**config.mk**
```make
export PLATFORM = sky130hd
export DESIGN_NAME = vga_timing_core
export DESIGN_NICKNAME = d
export VERILOG_FILES = /design/src/rtl/vga_timing_pkg.sv /design/src/rtl/vga_axis_counter.sv /design/src/rtl/vga_timing_core.sv
export SDC_FILE = /design/constraint.sdc
export NUM_CORES = 1
export LEC_CHECK = 0
export BUFFER_PORTS_ARGS = -buffer_cell sky130_fd_sc_hd__buf_2
export CAP_MARGIN = 5
export CORE_MARGIN = 5
export CORE_UTILIZATION = 55
export CTS_BUF_LIST = sky130_fd_sc_hd__clkbuf_2 sky130_fd_sc_hd__clkbuf_4 sky130_fd_sc_hd__clkbuf_8
export CTS_CLUSTER_DIAMETER = 200
export DETAILED_ROUTE_END_ITERATION = 10
export GPL_ROUTABILITY_DRIVEN = 0
export PLACE_DENSITY = 0.82
export SYNTH_ARGS = -nofsm -noshare
export SYNTH_HDL_FRONTEND = slang
export SYNTH_SLANG_ARGS = --single-unit
```
**constraint.sdc**
```tcl
create_clock -name clk -period 3.2 [get_ports clk]
set_input_delay 0.32 -clock clk [delete_from_list [all_inputs] [get_ports clk]]
set_output_delay 0.32 -clock clk [all_outputs]
set_load 0.01 [all_outputs]
```
**src/rtl/vga_timing_pkg.sv**
```systemverilog
// rtl/vga_timing_pkg.sv - shared clog2 helper and standard VGA timing constants
package vga_timing_pkg;

  function automatic int clog2(input int value);
    int r;
    r = 0;
    while ((1 << r) < value) r++;
    return (r < 1) ? 1 : r;
  endfunction

  // 640x480@60
  localparam int VGA640_H_ACTIVE = 640;
  localparam int VGA640_H_FP     = 16;
  localparam int VGA640_H_SYNC   = 96;
  localparam int VGA640_H_BP     = 48;
  localparam int VGA640_V_ACTIVE = 480;
  localparam int VGA640_V_FP     = 10;
  localparam int VGA640_V_SYNC   = 2;
  localparam int VGA640_V_BP     = 33;

  // 1280x1024@60
  localparam int SXGA_H_ACTIVE = 1280;
  localparam int SXGA_H_FP     = 48;
  localparam int SXGA_H_SYNC   = 112;
  localparam int SXGA_H_BP     = 248;
  localparam int SXGA_V_ACTIVE = 1024;
  localparam int SXGA_V_FP     = 1;
  localparam int SXGA_V_SYNC   = 3;
  localparam int SXGA_V_BP     = 38;

endpackage

```
**src/rtl/vga_axis_counter.sv**
```systemverilog
// rtl/vga_axis_counter.sv - one timing axis: counter plus active/sync region decode
module vga_axis_counter
  import vga_timing_pkg::*;
#(
  parameter int ACTIVE = 640,
  parameter int FP     = 16,
  parameter int SYNC   = 96,
  parameter int BP     = 48,
  localparam int TOTAL = ACTIVE + FP + SYNC + BP,
  localparam int CW    = clog2(TOTAL)
) (
  input  logic          clk,
  input  logic          reset,
  input  logic          wrap_en,
  output logic [CW-1:0] count,
  output logic          active,
  output logic          sync,
  output logic          wrap
);

  localparam logic [CW-1:0] LAST       = CW'(TOTAL - 1);
  localparam logic [CW-1:0] ACT_END    = CW'(ACTIVE);
  localparam logic [CW-1:0] SYNC_START = CW'(ACTIVE + FP);
  localparam logic [CW-1:0] SYNC_END   = CW'(ACTIVE + FP + SYNC);

  // wrap_en advances the count; the vertical axis is stepped by the horizontal wrap
  always_ff @(posedge clk) begin
    if (reset) begin
      count <= '0;
    end else if (wrap_en) begin
      count <= (count == LAST) ? '0 : count + CW'(1);
    end
  end

  assign wrap   = wrap_en && (count == LAST);
  assign active = count < ACT_END;
  assign sync   = (count >= SYNC_START) && (count < SYNC_END);

endmodule

```
**src/rtl/vga_timing_core.sv**
```systemverilog
// rtl/vga_timing_core.sv - VGA raster timing with 2-stage pixel pipeline; VGA_TEST_PATTERN_EN adds colour bars
module vga_timing_core
  import vga_timing_pkg::*;
#(
  parameter int RED_BITS   = 4,
  parameter int GREEN_BITS = 4,
  parameter int BLUE_BITS  = 4,
  parameter int H_ACTIVE   = VGA640_H_ACTIVE,
  parameter int H_FP       = VGA640_H_FP,
  parameter int H_SYNC     = VGA640_H_SYNC,
  parameter int H_BP       = VGA640_H_BP,
  parameter int V_ACTIVE   = VGA640_V_ACTIVE,
  parameter int V_FP       = VGA640_V_FP,
  parameter int V_SYNC     = VGA640_V_SYNC,
  parameter int V_BP       = VGA640_V_BP,
  parameter int HSYNC_POL  = 0,
  parameter int VSYNC_POL  = 0,
  localparam int XW = clog2(H_ACTIVE),
  localparam int YW = clog2(V_ACTIVE)
) (
  input  logic                  clk,
  input  logic                  reset,
`ifdef VGA_TEST_PATTERN_EN
  input  logic                  pattern_sel,
`endif
  output logic                  req_valid,
  output logic [XW-1:0]         req_x,
  output logic [YW-1:0]         req_y,
  input  logic [RED_BITS-1:0]   red_in,
  input  logic [GREEN_BITS-1:0] green_in,
  input  logic [BLUE_BITS-1:0]  blue_in,
  output logic [RED_BITS-1:0]   red_out,
  output logic [GREEN_BITS-1:0] green_out,
  output logic [BLUE_BITS-1:0]  blue_out,
  output logic                  hsync_out,
  output logic                  vsync_out,
  output logic                  de_out,
  output logic                  line_start,
  output logic                  frame_start
);

  localparam int HCW = clog2(H_ACTIVE + H_FP + H_SYNC + H_BP);
  localparam int VCW = clog2(V_ACTIVE + V_FP + V_SYNC + V_BP);
  localparam logic HPOL = (HSYNC_POL != 0);
  localparam logic VPOL = (VSYNC_POL != 0);

  logic [HCW-1:0] h_cnt;
  logic [VCW-1:0] v_cnt;
  logic h_active, h_sync, h_wrap;
  logic v_active, v_sync, v_wrap_unused;

  vga_axis_counter #(.ACTIVE(H_ACTIVE), .FP(H_FP), .SYNC(H_SYNC), .BP(H_BP)) u_h_axis (
    .clk(clk), .reset(reset), .wrap_en(1'b1),
    .count(h_cnt), .active(h_active), .sync(h_sync), .wrap(h_wrap)
  );

  vga_axis_counter #(.ACTIVE(V_ACTIVE), .FP(V_FP), .SYNC(V_SYNC), .BP(V_BP)) u_v_axis (
    .clk(clk), .reset(reset), .wrap_en(h_wrap),
    .count(v_cnt), .active(v_active), .sync(v_sync), .wrap(v_wrap_unused)
  );

  // Stage 0: combinational pixel request straight off the counters
  logic raw_line_start, raw_frame_start;
  assign req_valid       = h_active && v_active;
  assign req_x           = req_valid ? h_cnt[XW-1:0] : '0;
  assign req_y           = req_valid ? v_cnt[YW-1:0] : '0;
  assign raw_line_start  = req_valid && (h_cnt == '0);
  assign raw_frame_start = raw_line_start && (v_cnt == '0);

  // Stage 1: controls wait here while the pixel source answers the request
  logic s1_de, s1_hs, s1_vs, s1_ls, s1_fs;
  always_ff @(posedge clk) begin
    if (reset) begin
      s1_de <= 1'b0;
      s1_hs <= 1'b0;
      s1_vs <= 1'b0;
      s1_ls <= 1'b0;
      s1_fs <= 1'b0;
    end else begin
      s1_de <= req_valid;
      s1_hs <= h_sync;
      s1_vs <= v_sync;
      s1_ls <= raw_line_start;
      s1_fs <= raw_frame_start;
    end
  end

`ifdef VGA_TEST_PATTERN_EN
  logic [2:0] bar;
  logic [2:0] s1_bar;
  assign bar = 3'((int'(req_x) * 8) / H_ACTIVE);
  always_ff @(posedge clk) begin
    if (reset) s1_bar <= '0;
    else       s1_bar <= bar;
  end
`endif

  logic [RED_BITS-1:0]   pix_r;
  logic [GREEN_BITS-1:0] pix_g;
  logic [BLUE_BITS-1:0]  pix_b;
  always_comb begin
    pix_r = red_in;
    pix_g = green_in;
    pix_b = blue_in;
`ifdef VGA_TEST_PATTERN_EN
    if (pattern_sel) begin
      pix_b = s1_bar[0] ? '1 : '0;
      pix_r = s1_bar[1] ? '1 : '0;
      pix_g = s1_bar[2] ? '1 : '0;
    end
`endif
  end

  // Stage 2: registered outputs; colour is blanked outside the active region
  always_ff @(posedge clk) begin
    if (reset) begin
      red_out     <= '0;
      green_out   <= '0;
      blue_out    <= '0;
      de_out      <= 1'b0;
      line_start  <= 1'b0;
      frame_start <= 1'b0;
      hsync_out   <= !HPOL;
      vsync_out   <= !VPOL;
    end else begin
      red_out     <= s1_de ? pix_r : '0;
      green_out   <= s1_de ? pix_g : '0;
      blue_out    <= s1_de ? pix_b : '0;
      de_out      <= s1_de;
      line_start  <= s1_ls;
      frame_start <= s1_fs;
      hsync_out   <= s1_hs ? HPOL : !HPOL;
      vsync_out   <= s1_vs ? VPOL : !VPOL;
    end
  end

endmodule

```
After elaboration in Yosys (flattened, before gate mapping)

Index checks and enable logic that the tools add are counted.

Output and inout bits: 37
Latch bits: 0
Memory bits (read-only): 0
Memories kept: 0
Logic and storage cells: 40
Flip-flop bits (word level): 42
Input bits: 14
RAM bits: 0

Div/mod/pow operators: 0
$add $sub $neg: 2
Eq/ne operators: 2
Reductions and logical operators: 9
Order comparisons: 6
Shifts and indexed selects: 0
Multiply operators: 0
Bitwise gates (word level): 1
Multiplexer cells: 5

Operators by type and width:

| cell                                                                                  | count |
|---|---|
| 10-bit by 1-bit adder with 10-bit output (second input constant)                      | 2 |
| 10-bit == test (second input constant)                                                | 2 |
| 10-bit logical NOT                                                                    | 2 |
| 10-bit less-than comparator (second input constant)                                   | 2 |
| 10-bit by 9-bit less-than comparator with 1-bit output (second input constant)        | 2 |
| 10-bit two-way mux                                                                    | 2 |
| 10-bit greater-or-equal comparator (second input constant)                            | 1 |
| 10-bit by 9-bit greater-or-equal comparator with 1-bit output (second input constant) | 1 |
| 9-bit two-way mux                                                                     | 1 |
| 1-bit logical AND                                                                     | 5 |
| 2-bit OR reduction                                                                    | 2 |
| 1-bit two-way mux                                                                     | 2 |
| 1-bit inverter                                                                        | 1 |

Depth between registers and ports, before layout

Depth after elaboration: 4
Depth in mapped cells: 7
Mapped depth without buffers: 6

Hierarchy

A second synthesis with hierarchy kept.

Cells, all modules: 196
Area total of the unflattened synthesis: 1,844.3 µm²

Modules (own cells, without submodules):

| module                      | cells an instance | area an instance (µm²) | seq. area each (µm²) | instances |
|---|---|---|---|---|
| vga_timing_core             | 76                | 775.7                  | 440.4                | 1 |
| vga_axis_counter (u_h_axis) | 61                | 541.8                  | 200.2                | 1 |
| vga_axis_counter (u_v_axis) | 59                | 526.8                  | 200.2                | 1 |

Worst setup path before layout

OpenSTA, ideal clock, no wires.

Path kind: flip-flop to flip-flop
From: register u_h_axis.count[0]
To: register u_v_axis.count[6]
Setup slack: 1.637 ns
Data arrival time: 1.497 ns
Cell stages (with the launch flop): 7
Path through: dfxtp_1 > ha_1 > and4_1 > buf_6 > nand4_4 > or3_1 > a21oi_2

Word-level cells in the longest chain between the ends: 1

Ends and longest elaborated chain:

| what                   | RTL line               | text |
|---|---|---|
| start, declared        | vga_axis_counter.sv:15 | `output logic [CW-1:0] count,` |
| start signal, assigned | vga_axis_counter.sv:31 | `count <= (count == LAST) ? '0 : count + CW'(1);` |
| 10-bit == test         | vga_axis_counter.sv:35 | `assign wrap = wrap_en && (count == LAST);` |
| end signal, assigned   | vga_axis_counter.sv:31 |  |
| end, declared          | vga_axis_counter.sv:15 |  |

No other way between the ends.
A chain may end at the register's enable or synchronous reset.

Worst setup path in the final report

From: register u_v_axis.count[5]
To: output port req_y[8]

Word-level cells in the longest chain between the ends: 3

Ends and longest elaborated chain:

| what                                                   | RTL line               | text |
|---|---|---|
| 10-bit by 9-bit less-than comparator with 1-bit output | vga_axis_counter.sv:36 | `assign active = count < ACT_END;` |
| 1-bit logical AND                                      | vga_timing_core.sv:64  | `assign req_valid = h_active && v_active;` |
| 9-bit two-way mux                                      | vga_timing_core.sv:66  | `assign req_y = req_valid ? v_cnt[YW-1:0] : '0;` |
| end, declared                                          | vga_timing_core.sv:28  | `output logic [YW-1:0] req_y,` |

No other way between the ends.

==> impl_metrics.json <==
{
  "yosysUniqueCellTypes": 31,
  "finalPower_mw": 0.938,
  "synth_top_cell_area_share": 0.472,
  "diodes": 0,
  "yosysSeqAreaShare": 0.472,
  "seq_power_share": 0.580,
  "cts_hold_buffers": 0,
  "num-nets-final": 257,
  "cts.sinks": 42,
  "initial_core_util": 0.578,
  "hold_viol": 0,
  "tightest_slew_ns": 0.971,
  "vdd_drop_max_mv": 0.269,
  "avgSynthCellArea_sq_um": 9.27,
  "period_share": 0.767,
  "wl_per_cell_um": 13.0,
  "fmax_ghz": 0.407,
  "drt_first_iter_violations": 73,
  "final_cell_area_sq_um": 2120,
  "p_clk_frac": 0.363,
  "cts_buffers": 5,
  "clock_skew_ns": 0.00447,
  "ant_nets": 0,
  "worstPathMaxFanout": 21,
  "vias_per_cell": 5.31,
  "dr.pass1.iters": 4,
  "syn_nets": 211,
  "cts_setup_buffers": 0,
  "cp-end-kind": "primary output",
  "synth_ff_type": "dfxtp_1",
  "area_delta_synth_final_pct": 18.9,
  "min_period_ns": 2.45,
  "place_area_sq_um": 2040,
  "synth_top_cell_by_area": "dfxtp_1",
  "grt_max_degree": 22,
  "fin_tns_setup_ns": 0,
  "setup_violations": 0,
  "netlist_area_sq_um": 1780,
  "cts_repair_resize_count": 0,
  "routed_wirelength_um": 3670,
  "pwr-share-comb": 0.057,
  "synth_cells": 192,
  "pre_cts_ws_ns": 1.14,
  "core_sq_um": 3080,
  "rr_worst_depth": 4,
  "synth_edf_count": 0,
  "io_buffer_count": 50,
  "setup_ws_ns": 0.746,
  "hp-class": "in2reg",
  "powerDensity_nw_per_um2": 443,
  "outcome": "completed",
  "h-tree-depth": 2,
  "rsz0062_at_grt": "false",
  "cts_root_buf": "clkbuf_4",
  "ys_seq_elements": 42,
  "crit_path_start_kind": "register",
  "synthTopCellsByArea": "dfxtp_1, and3_1, and2_1",
  "p_leak_nw": 0.993,
  "grt-ovfl-total": 0,
  "hpwl_um": 2640,
  "drc": 0,
  "grt_pass1_vias": 1422,
  "grt_usage": 0.183,
  "worstSetupPathType": "reg2out",
  "whs_path_depth": 2,
  "yosysMostFrequentCell": "dfxtp_1",
  "fillers": 261,
  "relSlewSlack": 0.352,
  "ys_warn_count": 0,
  "grt_pass1_wl_um": 6180,
  "cap_violations": 0,
  "clk_path_buf_depth": 2,
  "async_reset_ff_frac": 0,
  "maxSlewViolCount": 0,
  "clkLatencyLatePin_ns": 0.35,
  "netlist_top_cells_count": "dfxtp_1, and3_1, and2_1",
  "antenna_found_initial": 0,
  "io_pins": 51,
  "drive_gt1_frac": 0.269,
  "die-area_sq_um": 4470,
  "die_h_um": 66.9,
  "die_w_um": 66.9,
  "crit_required_ns": 2.88,
  "arrival_ns": 2.13,
  "cts_tree": "built",
  "rows": 20,
  "place_inst": 275,
  "power_switching_mw": 0.192,
  "utilization": 0.688,
  "internal_power_mw": 0.746,
  "final_cells": 282,
  "hold_slack_ns": 0.164,
  "clk_pin_slew_ns": 0.11,
  "p_sw_frac": 0.204,
  "num_vias": 1497
}
==> critical path, stage by stage (launching register included) <==
cell and delay [ns]:
dfxtp_1 0.40, nand4_1 0.15, nor2b_1 0.79, and3_1 0.31, buf_2 0.14
==> cells by family (layout without fill, tap and decap cells) <==
logic type      count (synthesis)  in the layout  synth area share
buf+inv                        16             62            0.0408
fa+ha+maj                       5              5            0.0351
compound gates                 14             14            0.0450
flops                          42             42             0.472
simple gates                  103            103             0.348
xor+xnor                       12             12            0.0590
==> state kept, by name (all words and copies together), names as in the netlist, 4 cells and up <==
signal / flops
u_v_axis.count: 10
blue_out: 4
green_out: 4
red_out: 4
u_h_axis.count: 10
==> area by class of cell <==
class,count,area [sq um],share of cell area
Timing Repair Buffer,51,258,0.122
Inverter,4,15.0,0.00709
Tap cell,44,55.1,0.0260
Sequential cell,42,841,0.397
Clock buffer,6,51.3,0.0242
Clock inverter,1,30.0,0.0142
Multi-Input combinational cell,134,867,0.410
==> worst paths after layout <==
path                                        start           end  slack (ns)
worst max register to register  u_v_axis.count[5]         s1_fs        1.30
worst min register to register              s1_vs     vsync_out        0.39
worst min-delay path                  green_in[3]  green_out[3]        0.16
worst max-delay path            u_v_axis.count[5]      req_y[8]        0.75
==> routing by layer <==
metal / track usage / part of all wire
met1: 0.206 / 0.44
met2: 0.329 / 0.48
met5: 0 / 0
met4: 0.0608 / 0.014
met3: 0.0523 / 0.075
==> power by group through the flow <==
stage / sequential (mW) / clock, mW / combinational [mW]
final: 0.544 / 0.341 / 0.0532
after global routing: 0.546 / 0.369 / 0.0596
after detailed placement: 0.556 / 0 / 0.0533
after CTS: 0.544 / 0.348 / 0.0537
after global placement: 0.556 / 0 / 0.0527
after floorplan: 0.560 / 0 / 0.0261
==> cells in the final DEF (no fill, tap or decap), types with 6 or more instances in the layout <==
cell,Yosys,final
nand3_1,7,7
o21ai_0,7,7
xnor2_1,6,6
and3_1,23,23
nor2b_1,6,6
nand2_1,7,7
and2_1,13,13
dfxtp_1,42,42
nor2_1,10,10
nor3_1,11,11
nand4_1,6,6
xor2_1,6,6
buf_2,4,50
(Power assumes the default switching activity.)
